[config.mk]
export PLATFORM = sky130hd
export DESIGN_NAME = fb_write_arbiter_flat
export DESIGN_NICKNAME = d
export VERILOG_FILES = /design/src/rtl/fba_pkg.sv /design/src/rtl/fb_write_arbiter_if.sv /design/src/rtl/fba_rr_arbiter.sv /design/src/rtl/fb_write_arbiter.sv /design/src/flat_wrapper.sv
export SDC_FILE = /design/constraint.sdc
export NUM_CORES = 1
export LEC_CHECK = 0
export CORE_ASPECT_RATIO = 0.5
export CORE_MARGIN = 4
export CORE_UTILIZATION = 48
export CTS_CLUSTER_SIZE = 25
export DETAILED_ROUTE_END_ITERATION = 8
export GPL_ROUTABILITY_DRIVEN = 0
export PLACE_DENSITY = 0.85
export SLEW_MARGIN = 40
export SYNTH_ARGS = -nofsm -noshare
export SYNTH_HDL_FRONTEND = slang
export SYNTH_SLANG_ARGS = --single-unit
[constraint.sdc]
create_clock -name clock -period 2.7 [get_ports clock]
set_input_delay 0.405 -clock clock [delete_from_list [all_inputs] [get_ports clock]]
set_output_delay 0.405 -clock clock [all_outputs]
set_load 0.01 [all_outputs]
[src/rtl/fba_pkg.sv]
// Shared types and defaults for the framebuffer write arbiter.
package fba_pkg;

  localparam int unsigned FbWDefault  = 8;
  localparam int unsigned RgbWDefault = 3;

  typedef enum logic {
    ARB,
    CLEAR
  } fba_state_e;

  typedef struct packed {
    logic [FbWDefault-1:0]    x;
    logic [FbWDefault-1:0]    y;
    logic [3*RgbWDefault-1:0] rgb;
  } fba_pixel_t;

endpackage

[src/rtl/fb_write_arbiter_if.sv]
// Requester, clear-control and framebuffer-write signals of the write arbiter.
interface fb_write_arbiter_if #(
  parameter int unsigned FB_W  = 8,
  parameter int unsigned RGB_W = 3
);
  logic               s0_valid, s0_ready;
  logic [FB_W-1:0]    s0_x, s0_y;
  logic [3*RGB_W-1:0] s0_rgb;
  logic               s1_valid, s1_ready;
  logic [FB_W-1:0]    s1_x, s1_y;
  logic [3*RGB_W-1:0] s1_rgb;
  logic               clear_start;
  logic [3*RGB_W-1:0] clear_rgb;
  logic [FB_W-1:0]    write_x, write_y;
  logic [RGB_W-1:0]   write_r, write_g, write_b;
  logic               write_en;
  logic               busy;
  logic               clear_done;

  modport master (
    output s0_valid, s0_x, s0_y, s0_rgb, s1_valid, s1_x, s1_y, s1_rgb, clear_start, clear_rgb,
    input  s0_ready, s1_ready, write_x, write_y, write_r, write_g, write_b, write_en, busy,
           clear_done
  );

  modport slave (
    input  s0_valid, s0_x, s0_y, s0_rgb, s1_valid, s1_x, s1_y, s1_rgb, clear_start, clear_rgb,
    output s0_ready, s1_ready, write_x, write_y, write_r, write_g, write_b, write_en, busy,
           clear_done
  );
endinterface

[src/rtl/fba_rr_arbiter.sv]
// Two-way grant logic: round-robin by default, fixed s0 priority with FBA_FIXED_PRI_EN.
module fba_rr_arbiter (
  input  logic       clock,
  input  logic       not_reset,
  input  logic       en,
  input  logic [1:0] req,
  output logic [1:0] grant
);

`ifdef FBA_FIXED_PRI_EN
  logic unused_clk_rst;
  assign unused_clk_rst = clock ^ not_reset;

  always_comb begin
    grant = 2'b00;
    if (en) begin
      if (req[0])      grant = 2'b01;
      else if (req[1]) grant = 2'b10;
    end
  end
`else
  // 1 means s1 was granted last, so s0 wins the first contention after reset.
  logic last_grant_q;

  always_comb begin
    grant = 2'b00;
    if (en) begin
      if (req == 2'b11) grant = last_grant_q ? 2'b01 : 2'b10;
      else              grant = req;
    end
  end

  always_ff @(posedge clock or negedge not_reset) begin
    if (!not_reset) begin
      last_grant_q <= 1'b1;
    end else if (|grant) begin
      last_grant_q <= grant[1];
    end
  end
`endif

endmodule

[src/rtl/fb_write_arbiter.sv]
// Arbitrates two pixel writers onto one framebuffer port and runs full-screen clears.
// Optional FBA_FIXED_PRI_EN selects fixed s0 priority instead of round-robin.
module fb_write_arbiter
  import fba_pkg::*;
#(
  parameter int unsigned FB_W  = FbWDefault,
  parameter int unsigned RGB_W = RgbWDefault
) (
  input logic               clock,
  input logic               not_reset,
  fb_write_arbiter_if.slave bus
);

  localparam int unsigned CW = 3 * RGB_W;

  typedef struct packed {
    logic [FB_W-1:0] x;
    logic [FB_W-1:0] y;
    logic [CW-1:0]   rgb;
  } pix_t;

  fba_state_e      state_q, state_d;
  logic [FB_W-1:0] sweep_x_q, sweep_x_d, sweep_y_q, sweep_y_d;
  logic [CW-1:0]   clear_rgb_q, clear_rgb_d;
  pix_t            wr_q, wr_d;
  logic            write_en_q, write_en_d;
  logic            clear_done_q, clear_done_d;
  logic [1:0]      req, grant;
  logic            arb_en;

  // Gating with reset keeps ready low while reset is held.
  assign arb_en = (state_q == ARB) && not_reset;
  assign req    = {bus.s1_valid, bus.s0_valid};

  fba_rr_arbiter u_arb (
    .clock     (clock),
    .not_reset (not_reset),
    .en        (arb_en),
    .req       (req),
    .grant     (grant)
  );

  always_comb begin
    state_d      = state_q;
    sweep_x_d    = sweep_x_q;
    sweep_y_d    = sweep_y_q;
    clear_rgb_d  = clear_rgb_q;
    wr_d         = wr_q;
    write_en_d   = 1'b0;
    clear_done_d = 1'b0;
    unique case (state_q)
      ARB: begin
        if (grant[0]) begin
          wr_d       = '{x: bus.s0_x, y: bus.s0_y, rgb: bus.s0_rgb};
          write_en_d = 1'b1;
        end else if (grant[1]) begin
          wr_d       = '{x: bus.s1_x, y: bus.s1_y, rgb: bus.s1_rgb};
          write_en_d = 1'b1;
        end
        if (bus.clear_start) begin
          clear_rgb_d = bus.clear_rgb;
          state_d     = CLEAR;
        end
      end
      CLEAR: begin
        // The done cycle shows the last pixel; requesters stay blocked until it has passed.
        if (clear_done_q) begin
          state_d = ARB;
        end else begin
          wr_d       = '{x: sweep_x_q, y: sweep_y_q, rgb: clear_rgb_q};
          write_en_d = 1'b1;
          sweep_x_d  = sweep_x_q + 1'b1;
          if (&sweep_x_q) begin
            sweep_y_d = sweep_y_q + 1'b1;
            if (&sweep_y_q) clear_done_d = 1'b1;
          end
        end
      end
    endcase
  end

  always_ff @(posedge clock or negedge not_reset) begin
    if (!not_reset) begin
      state_q      <= ARB;
      sweep_x_q    <= '0;
      sweep_y_q    <= '0;
      clear_rgb_q  <= '0;
      wr_q         <= '0;
      write_en_q   <= 1'b0;
      clear_done_q <= 1'b0;
    end else begin
      state_q      <= state_d;
      sweep_x_q    <= sweep_x_d;
      sweep_y_q    <= sweep_y_d;
      clear_rgb_q  <= clear_rgb_d;
      wr_q         <= wr_d;
      write_en_q   <= write_en_d;
      clear_done_q <= clear_done_d;
    end
  end

  assign bus.s0_ready   = grant[0];
  assign bus.s1_ready   = grant[1];
  assign bus.write_x    = wr_q.x;
  assign bus.write_y    = wr_q.y;
  assign bus.write_r    = wr_q.rgb[CW-1 -: RGB_W];
  assign bus.write_g    = wr_q.rgb[2*RGB_W-1 -: RGB_W];
  assign bus.write_b    = wr_q.rgb[RGB_W-1:0];
  assign bus.write_en   = write_en_q;
  assign bus.clear_done = clear_done_q;
  assign bus.busy       = (state_q == CLEAR) && !clear_done_q;

endmodule

[src/flat_wrapper.sv]
// flat-port wrapper written by rule: the top's interface ports become plain ports
module fb_write_arbiter_flat import fba_pkg::*;
#(
  parameter int unsigned FB_W  = FbWDefault,
  parameter int unsigned RGB_W = RgbWDefault
)
  (clock, not_reset, bus_s0_valid, bus_s0_x, bus_s0_y, bus_s0_rgb, bus_s1_valid, bus_s1_x, bus_s1_y, bus_s1_rgb, bus_clear_start, bus_clear_rgb, bus_s0_ready, bus_s1_ready, bus_write_x, bus_write_y, bus_write_r, bus_write_g, bus_write_b, bus_write_en, bus_busy, bus_clear_done);
  fb_write_arbiter_if #(.FB_W(FB_W), .RGB_W(RGB_W)) bus_i ();
  input logic clock;
  input logic not_reset;
  input wire logic [$bits(bus_i.s0_valid)-1:0] bus_s0_valid;
  input wire logic [$bits(bus_i.s0_x)-1:0] bus_s0_x;
  input wire logic [$bits(bus_i.s0_y)-1:0] bus_s0_y;
  input wire logic [$bits(bus_i.s0_rgb)-1:0] bus_s0_rgb;
  input wire logic [$bits(bus_i.s1_valid)-1:0] bus_s1_valid;
  input wire logic [$bits(bus_i.s1_x)-1:0] bus_s1_x;
  input wire logic [$bits(bus_i.s1_y)-1:0] bus_s1_y;
  input wire logic [$bits(bus_i.s1_rgb)-1:0] bus_s1_rgb;
  input wire logic [$bits(bus_i.clear_start)-1:0] bus_clear_start;
  input wire logic [$bits(bus_i.clear_rgb)-1:0] bus_clear_rgb;
  output wire logic [$bits(bus_i.s0_ready)-1:0] bus_s0_ready;
  output wire logic [$bits(bus_i.s1_ready)-1:0] bus_s1_ready;
  output wire logic [$bits(bus_i.write_x)-1:0] bus_write_x;
  output wire logic [$bits(bus_i.write_y)-1:0] bus_write_y;
  output wire logic [$bits(bus_i.write_r)-1:0] bus_write_r;
  output wire logic [$bits(bus_i.write_g)-1:0] bus_write_g;
  output wire logic [$bits(bus_i.write_b)-1:0] bus_write_b;
  output wire logic [$bits(bus_i.write_en)-1:0] bus_write_en;
  output wire logic [$bits(bus_i.busy)-1:0] bus_busy;
  output wire logic [$bits(bus_i.clear_done)-1:0] bus_clear_done;
  assign bus_i.s0_valid = bus_s0_valid;
  assign bus_i.s0_x = bus_s0_x;
  assign bus_i.s0_y = bus_s0_y;
  assign bus_i.s0_rgb = bus_s0_rgb;
  assign bus_i.s1_valid = bus_s1_valid;
  assign bus_i.s1_x = bus_s1_x;
  assign bus_i.s1_y = bus_s1_y;
  assign bus_i.s1_rgb = bus_s1_rgb;
  assign bus_i.clear_start = bus_clear_start;
  assign bus_i.clear_rgb = bus_clear_rgb;
  assign bus_s0_ready = bus_i.s0_ready;
  assign bus_s1_ready = bus_i.s1_ready;
  assign bus_write_x = bus_i.write_x;
  assign bus_write_y = bus_i.write_y;
  assign bus_write_r = bus_i.write_r;
  assign bus_write_g = bus_i.write_g;
  assign bus_write_b = bus_i.write_b;
  assign bus_write_en = bus_i.write_en;
  assign bus_busy = bus_i.busy;
  assign bus_clear_done = bus_i.clear_done;
  fb_write_arbiter #(.FB_W(FB_W), .RGB_W(RGB_W)) u_core (.clock(clock), .not_reset(not_reset), .bus(bus_i));
endmodule
==> impl_metrics.py, run 1 <==
metrics = {
    "cts": {
        "worstSkewPairLatency_ps": 310,
        "clock_sinks": 54,
        "numCtsBuffers": 5,
        "cts-root-buf": "clkbuf_8",
        "cts.path.max_buffers": 2,
        "postCtsSetupBuffers": 0,
        "cts_resized": 0,
        "cts_hold_buf": 0,
        "tritoncts": "built",
        "cts.htree.levels": 2,
        "cts.reportedPaths.clkPinSlew_ps": 100,
    },
    "setup_path": {
        "cp.required_ps": 2300,
        "crit_cells": 4,
        "r2r_slack_ps": 870,
        "crit_type": "flip-flop to output port",
        "cp_slowest_stage_delay_ps": 580,
        "crit_fanout": 14,
        "path_cells": "nor2b_1 > nand2_1 > a21oi_1 > clkdlybuf4s50_1",
        "crit_buf_inv": 1,
        "critPathCaptureType": "output port",
        "path_delay_family": "flip-flops",
        "timing.rr.end": "u_core.bus.write_g[0]",
        "worstRegToRegCells": 6,
        "timing.rr.start": "u_core.state_q",
        "crit_path_top_delay_cell": "dfrtp_1",
        "cp.arrival_ps": 2070,
        "critPathLaunchType": "flip-flop",
    },
    "drt": {
        "num_vias": 2185,
        "drtIter0Drc": 136,
        "ant_nets": 0,
        "drc": 0,
        "avgViaCountPerCell": 5.41,
        "wl_per_cell_um": 17.5,
        "first_pass_iters": 4,
        "wl_um": 7060,
    },
    "die": {
        "initial_core_util_pct": 51.7,
        "coreArea_um2": 5130,
        "pin_count": 94,
        "rows": 18,
        "die_w_um": 113,
        "die_area_um2": 6860,
        "die_height_um": 60.6,
    },
    "final_layout": {
        "post_route_cells_drive_above_1_share_pct": 11.4,
        "n_antenna_cell": 0,
        "final_core_util_pct": 72.8,
        "fin_nets": 399,
        "stdcell_count": 404,
        "fill_cells": 382,
        "area_growth_pct": 40.7,
    },
    "yosys": {
        "ys_ff_latch": 54,
        "synth_cell_types": 35,
        "seq_area_frac_synth_pct": 50.9,
        "yosysWarnings": 0,
        "synth_area_um2": 2660,
        "syn_nets": 303,
        "netlist_instances": 237,
        "syn_area_per_cell_um2": 11.2,
    },
    "power_and_ir_drop": {
        "combPwrFrac_pct": 35.6,
        "power_density_nw_per_um2": 716,
        "switching_share_pct": 32.1,
        "netSwitchingPower_mw": 0.859,
        "power_mw": 2.68,
        "clock_power_share_pct": 17.9,
        "p_seq_share_pct": 46.4,
        "peakVddDrop_v": 0.000361,
        "power_leakage_nw": 1.56,
        "internal-power_mw": 1.82,
    },
    "sta": {
        "clock_skew_ps": 3.91,
        "setup-tns-final_ps": 0,
        "period_minus_slack_ps": 2480,
        "relSlewSlack_pct": 59.1,
        "min_period_over_period_pct": 91.8,
        "setup_violations": 0,
        "worst_pin_slew_ps": 614,
        "rsz0062_at_grt": "false",
        "hold_violations": 0,
        "drv_slew": 0,
        "timing.fmax_ghz": 0.404,
    },
    "global_route": {
        "antenna_found_initial": 0,
        "grt_pass1_wl_um": 11400,
        "grt_overflow": 0,
        "grt_start_max_net_pins": 49,
        "grt_use_total_pct": 21.3,
        "grt_pass1_vias": 2333,
    },
    "worst_hold_path": {
        "min_path_type": "input pin to async pin",
    },
    "placed_design": {
        "place_hpwl_um": 5330,
        "portBuffers": 93,
        "dp.cells": 396,
    },
    "outcome": {
        "status": "finished, final reports clean",
    },
    "run": {
        "maxCapViolations": 0,
    },
}
[power by group through the flow]
| stage | Sequential, mW | Combinational [mW] | Clock [mW] |
|---|---|---|---|
| after floorplan | 1.26 | 0.445 | 0 |
| after global placement | 1.23 | 0.915 | 0 |
| after detailed placement | 1.25 | 0.961 | 0 |
| after CTS | 1.24 | 0.963 | 0.489 |
| after global routing | 1.27 | 1.04 | 0.520 |
| final | 1.24 | 0.953 | 0.480 |
[kinds of logic (layout without fill, tap and decap cells)]
group | after synthesis | after routing | synth area share [%]
simple gates | 62 | 62 | 14.8
compound gates | 54 | 54 | 10.4
flops | 54 | 54 | 50.9
mux | 35 | 35 | 13.7
buf+inv | 16 | 113 | 4.62
xor+xnor | 14 | 14 | 4.62
fa+ha+maj | 2 | 2 | 0.942
[cell type report]
type / instances / area [um2] / area share, %
clock inverters: 1 / 5.00 / 0.134
flip-flops and latches: 54 / 1350 / 36.2
repair buffers: 103 / 1010 / 27.1
inverters: 2 / 7.51 / 0.201
clock buffers: 7 / 86.3 / 2.31
multi-input cells: 167 / 1180 / 31.7
well taps: 70 / 87.6 / 2.34
[cells in the mapped netlist, drive strengths merged]
cell	count	area share, %
a31oi	1	0.24
o22ai	1	0.24
nor2b	2	0.47
nand2b	3	0.80
nand3b	24	6.9
clkbuf	5	0.71
dfrtp	53	50
dfstp	1	0.99
or2	1	0.24
a21oi	27	5.1
inv	2	0.28
xor2	4	1.3
and3	3	0.75
mux2i	25	9.4
nor2	6	0.94
mux2	10	4.2
ha	2	0.94
nand4	5	1.2
xnor2	10	3.3
buf	9	3.6
nand3	7	1.3
and2	1	0.24
nor3	2	0.80
nand2	8	1.1
o21ai	25	4.9
[worst max path at each step]
stage | start | to | slack [ps]
after floorplan | u_core.u_arb.last_grant_q | u_core.bus.write_b[0] | 1260
after global placement | bus_s1_valid | bus_s0_ready | 640
after detailed placement | u_core.state_q | bus_s1_ready | 580
after CTS | u_core.state_q | bus_s1_ready | 230
after global routing | u_core.state_q | bus_s1_ready | 120
final | u_core.state_q | bus_s1_ready | 220
[layout by cell type (no fill, tap or decap), drive strengths merged]
cell,netlist,routed
a21oi,27,27
a31oi,1,1
and2,1,1
and3,3,3
buf,9,11
clkbuf,5,7
clkdlybuf4s50,0,92
clkinv,0,1
dfrtp,53,53
dfstp,1,1
ha,2,2
inv,2,2
mux2,10,10
mux2i,25,25
nand2,8,8
nand2b,3,3
nand3,7,7
nand3b,24,24
nand4,5,5
nor2,6,6
nor2b,2,2
nor3,2,2
o21ai,25,25
o22ai,1,1
or2,1,1
xnor2,10,10
xor2,4,4
[state kept, by name, summed over array words and instances, names as in the netlist, 3 cells and up]
name and count:
u_core.bus.write_b 3, u_core.clear_rgb_q 9, u_core.bus.write_x 8, u_core.bus.write_y 8, u_core.sweep_x_q 8, u_core.bus.write_g 3
u_core.sweep_y_q 8, u_core.bus.write_r 3
[per-stage QoR]
| stage | hold WS, ps | worst slack (ps) | instance area, um2 |
|---|---|---|---|
| global placement | 381 | 635 | 3640 |
| global route | 49.7 | 121 | 3740 |
| CTS | 39.3 | 226 | 3740 |
| finish | 53.3 | 222 | 3740 |
| detailed placement | 382 | 581 | 3640 |
| floorplan | 109 | 1260 | 2660 |
[layer usage]
layer | wire length, um | up-vias | track usage (%)
met5 | 0 | - | 0
met4 | 29 | 0 | 4.45
met3 | 409 | 4 | 4.58
met2 | 3450 | 75 | 38.6
met1 | 3170 | 1070 | 27.1
li1 | - | 1036 | -
[worst register-to-register path, stage by stage, from the launching register on]
cell and delay, ps:
dfrtp_1 680, buf_4 330, nand2b_1 190, o21ai_2 80, buf_4 190, o21ai_0 200
a21oi_1 70
(Power assumes the default switching activity.)
==> run 2, diff against run 1 <==
--- a/config.mk
+++ b/config.mk
@@ -7,11 +7,10 @@
 export LEC_CHECK = 0
 export CORE_ASPECT_RATIO = 0.5
 export CORE_MARGIN = 4
-export CORE_UTILIZATION = 48
+export CORE_UTILIZATION = 35
 export CTS_CLUSTER_SIZE = 25
 export DETAILED_ROUTE_END_ITERATION = 8
 export GPL_ROUTABILITY_DRIVEN = 0
-export PLACE_DENSITY = 0.85
 export SLEW_MARGIN = 40
 export SYNTH_ARGS = -nofsm -noshare
 export SYNTH_HDL_FRONTEND = slang
==> run 2 against run 1 <==
Against the previous run:
- final area grew 2.2%
- global-route usage shrank 6.3 points
- final cell count grew 5.9%
- via count shrank 1.4%
- sequential share of layout area shrank 0.78 points
- total power grew 4.3%
- register-to-register slack lost 50 ps
- clock-buffer cell count grew 1
- die area grew 33%
- largest power group unchanged
==> impl_metrics.py, run 2 (synthesis results as in run 1) <==
metrics = {
    "cts": {
        "worstSkewPairLatency_ps": 290,
        "numCtsBuffers": 5,
        "cts.path.max_buffers": 2,
        "cts.htree.levels": 2,
        "tritoncts": "built",
        "cts.reportedPaths.clkPinSlew_ps": 60,
        "clock_sinks": 54,
        "cts-root-buf": "clkbuf_16",
    },
    "setup_path": {
        "critPathLaunchType": "input pin",
        "worstRegToRegCells": 5,
        "crit_fanout": 13,
        "crit_type": "input pin to output port",
        "crit_path_top_delay_cell": "clkdlybuf4s50_1",
        "critPathCaptureType": "output port",
        "cp_slowest_stage_delay_ps": 560,
        "r2r_slack_ps": 820,
        "cp.arrival_ps": 2140,
        "cp.required_ps": 2300,
        "timing.rr.start": "u_core.u_arb.last_grant_q",
        "timing.rr.end": "u_core.bus.write_r[2]",
        "path_cells": "dlygate4sd3_1 > clkbuf_4 > nor2b_2 > nand2_1 > a21oi_1 > clkdlybuf4s50_1",
        "crit_buf_inv": 3,
        "path_delay_family": "buffers and inverters",
    },
    "die": {
        "coreArea_um2": 7350,
        "initial_core_util_pct": 36.1,
        "pin_count": 94,
        "rows": 22,
        "die_height_um": 69.6,
        "die_area_um2": 9130,
        "die_w_um": 131,
    },
    "power_and_ir_drop": {
        "p_seq_share_pct": 44.2,
        "combPwrFrac_pct": 34.0,
        "netSwitchingPower_mw": 0.836,
        "power_leakage_nw": 1.57,
        "internal-power_mw": 1.96,
        "power_density_nw_per_um2": 731,
        "clock_power_share_pct": 21.9,
        "peakVddDrop_v": 0.000340,
        "switching_share_pct": 30.0,
    },
    "outcome": {
        "status": "finished, final reports clean",
    },
    "final_layout": {
        "post_route_cells_drive_above_1_share_pct": 10.2,
        "fin_nets": 397,
        "top_register": "u_core.clear_rgb_q",
        "stdcell_count": 428,
        "largest_reg_flops": 9,
        "final_cell_mix": "clkdlybuf4s50_1, dfrtp_1, a21oi_1, mux2i_1, nand3b_1",
        "n_antenna_cell": 0,
        "layout_commonest_cell": "clkdlybuf4s50_1",
        "area_growth_pct": 43.8,
    },
    "drt": {
        "avgViaCountPerCell": 5.04,
        "drtIter0Drc": 81,
        "num_vias": 2155,
        "drc": 0,
        "wl_um": 6850,
        "wl_per_cell_um": 16.0,
        "ant_nets": 0,
        "first_pass_iters": 4,
    },
    "worst_hold_path": {
        "min_path_cells": 1,
        "min_from": "u_core.sweep_y_q[5]",
        "holdPathEnd": "u_core.sweep_y_q[5]",
        "min_path_type": "flip-flop to flip-flop",
    },
    "placed_design": {
        "place_hpwl_um": 5120,
        "dp.cells": 419,
        "portBuffers": 93,
        "pre_cts_slack_ps": 490,
    },
    "sta": {
        "timing.fmax_ghz": 0.392,
        "drv_slew": 0,
        "min_period_over_period_pct": 94.4,
        "period_minus_slack_ps": 2550,
        "hold_violations": 0,
        "setup_violations": 0,
        "worst_slack_ps": 150,
        "relSlewSlack_pct": 55.9,
        "worst_pin_slew_ps": 659,
        "clock_skew_ps": 4.64,
    },
    "global_route": {
        "grt_start_max_net_pins": 33,
        "antenna_found_initial": 0,
        "grt_overflow": 0,
        "grt_use_total_pct": 15.0,
        "grt_pass1_vias": 2246,
        "grt_pass1_wl_um": 11200,
    },
    "run": {
        "maxCapViolations": 0,
    },
}
-- run 2: worst max-delay path by stage --
stage / end / cells past startpoint / slack, ps / start
after global routing: bus_s1_ready / 6 / -0.4 / not_reset
after floorplan: u_core.bus.write_b[0] / 6 / 1260 / u_core.u_arb.last_grant_q
after CTS: bus_s1_ready / 6 / 30 / not_reset
final: bus_s1_ready / 6 / 150 / not_reset
after detailed placement: u_core.bus.write_r[2] / 6 / 490 / bus_s1_valid
after global placement: u_core.bus.write_x[0] / 5 / 510 / bus_s0_valid
-- run 2: stage by stage --
step | hold slack, ps | setup TNS [ps] | instance area [um2] | util, % | power, mW
6_report | 475 | 0 | 3820 | 52.0 | 2.79
5_1_grt | 504 | -0.409 | 3820 | 52.0 | 2.96
4_1_cts | 476 | 0 | 3810 | 51.9 | 2.83
3_5_place_dp | 298 | 0 | 3670 | 49.9 | 2.20
3_3_place_gp | 292 | 0 | 3650 | 49.7 | 2.16
2_1_floorplan | 109 | 0 | 2660 | - | 1.70
-- run 2: area by class of cell --
class | instances | area [um2]
fillers | 661 | 3530
well taps | 96 | 120
inverters | 2 | 7.51
multi-input cells | 167 | 1200
flip-flops and latches | 54 | 1350
repair buffers | 101 | 1000
clock buffers | 8 | 136
-- run 2: metal layers --
metal	vias to the layer above	routed length, um	track usage (%)
met2	65	3100	23.6
met1	1041	3160	19.6
li1	1038	-	-
met4	0	114	4.54
met5	-	0	0
met3	11	475	5.29
-- run 2: what timing repair did --
action	4_1_cts	5_1_grt
endpoints found under the setup margin	0	2
hold buffers	1	0
buffers inserted	0	0
hold endpoints to repair	8	0
resized for setup	0	2
-- run 2: power by group through the flow --
| stage | registers (mW) | clock network (mW) | logic [mW] |
|---|---|---|---|
| detailed placement | 1.24 | 0 | 0.958 |
| CTS | 1.23 | 0.636 | 0.964 |
| global route | 1.26 | 0.660 | 1.04 |
| finish | 1.23 | 0.610 | 0.949 |
| floorplan | 1.26 | 0 | 0.445 |
| global placement | 1.24 | 0 | 0.925 |
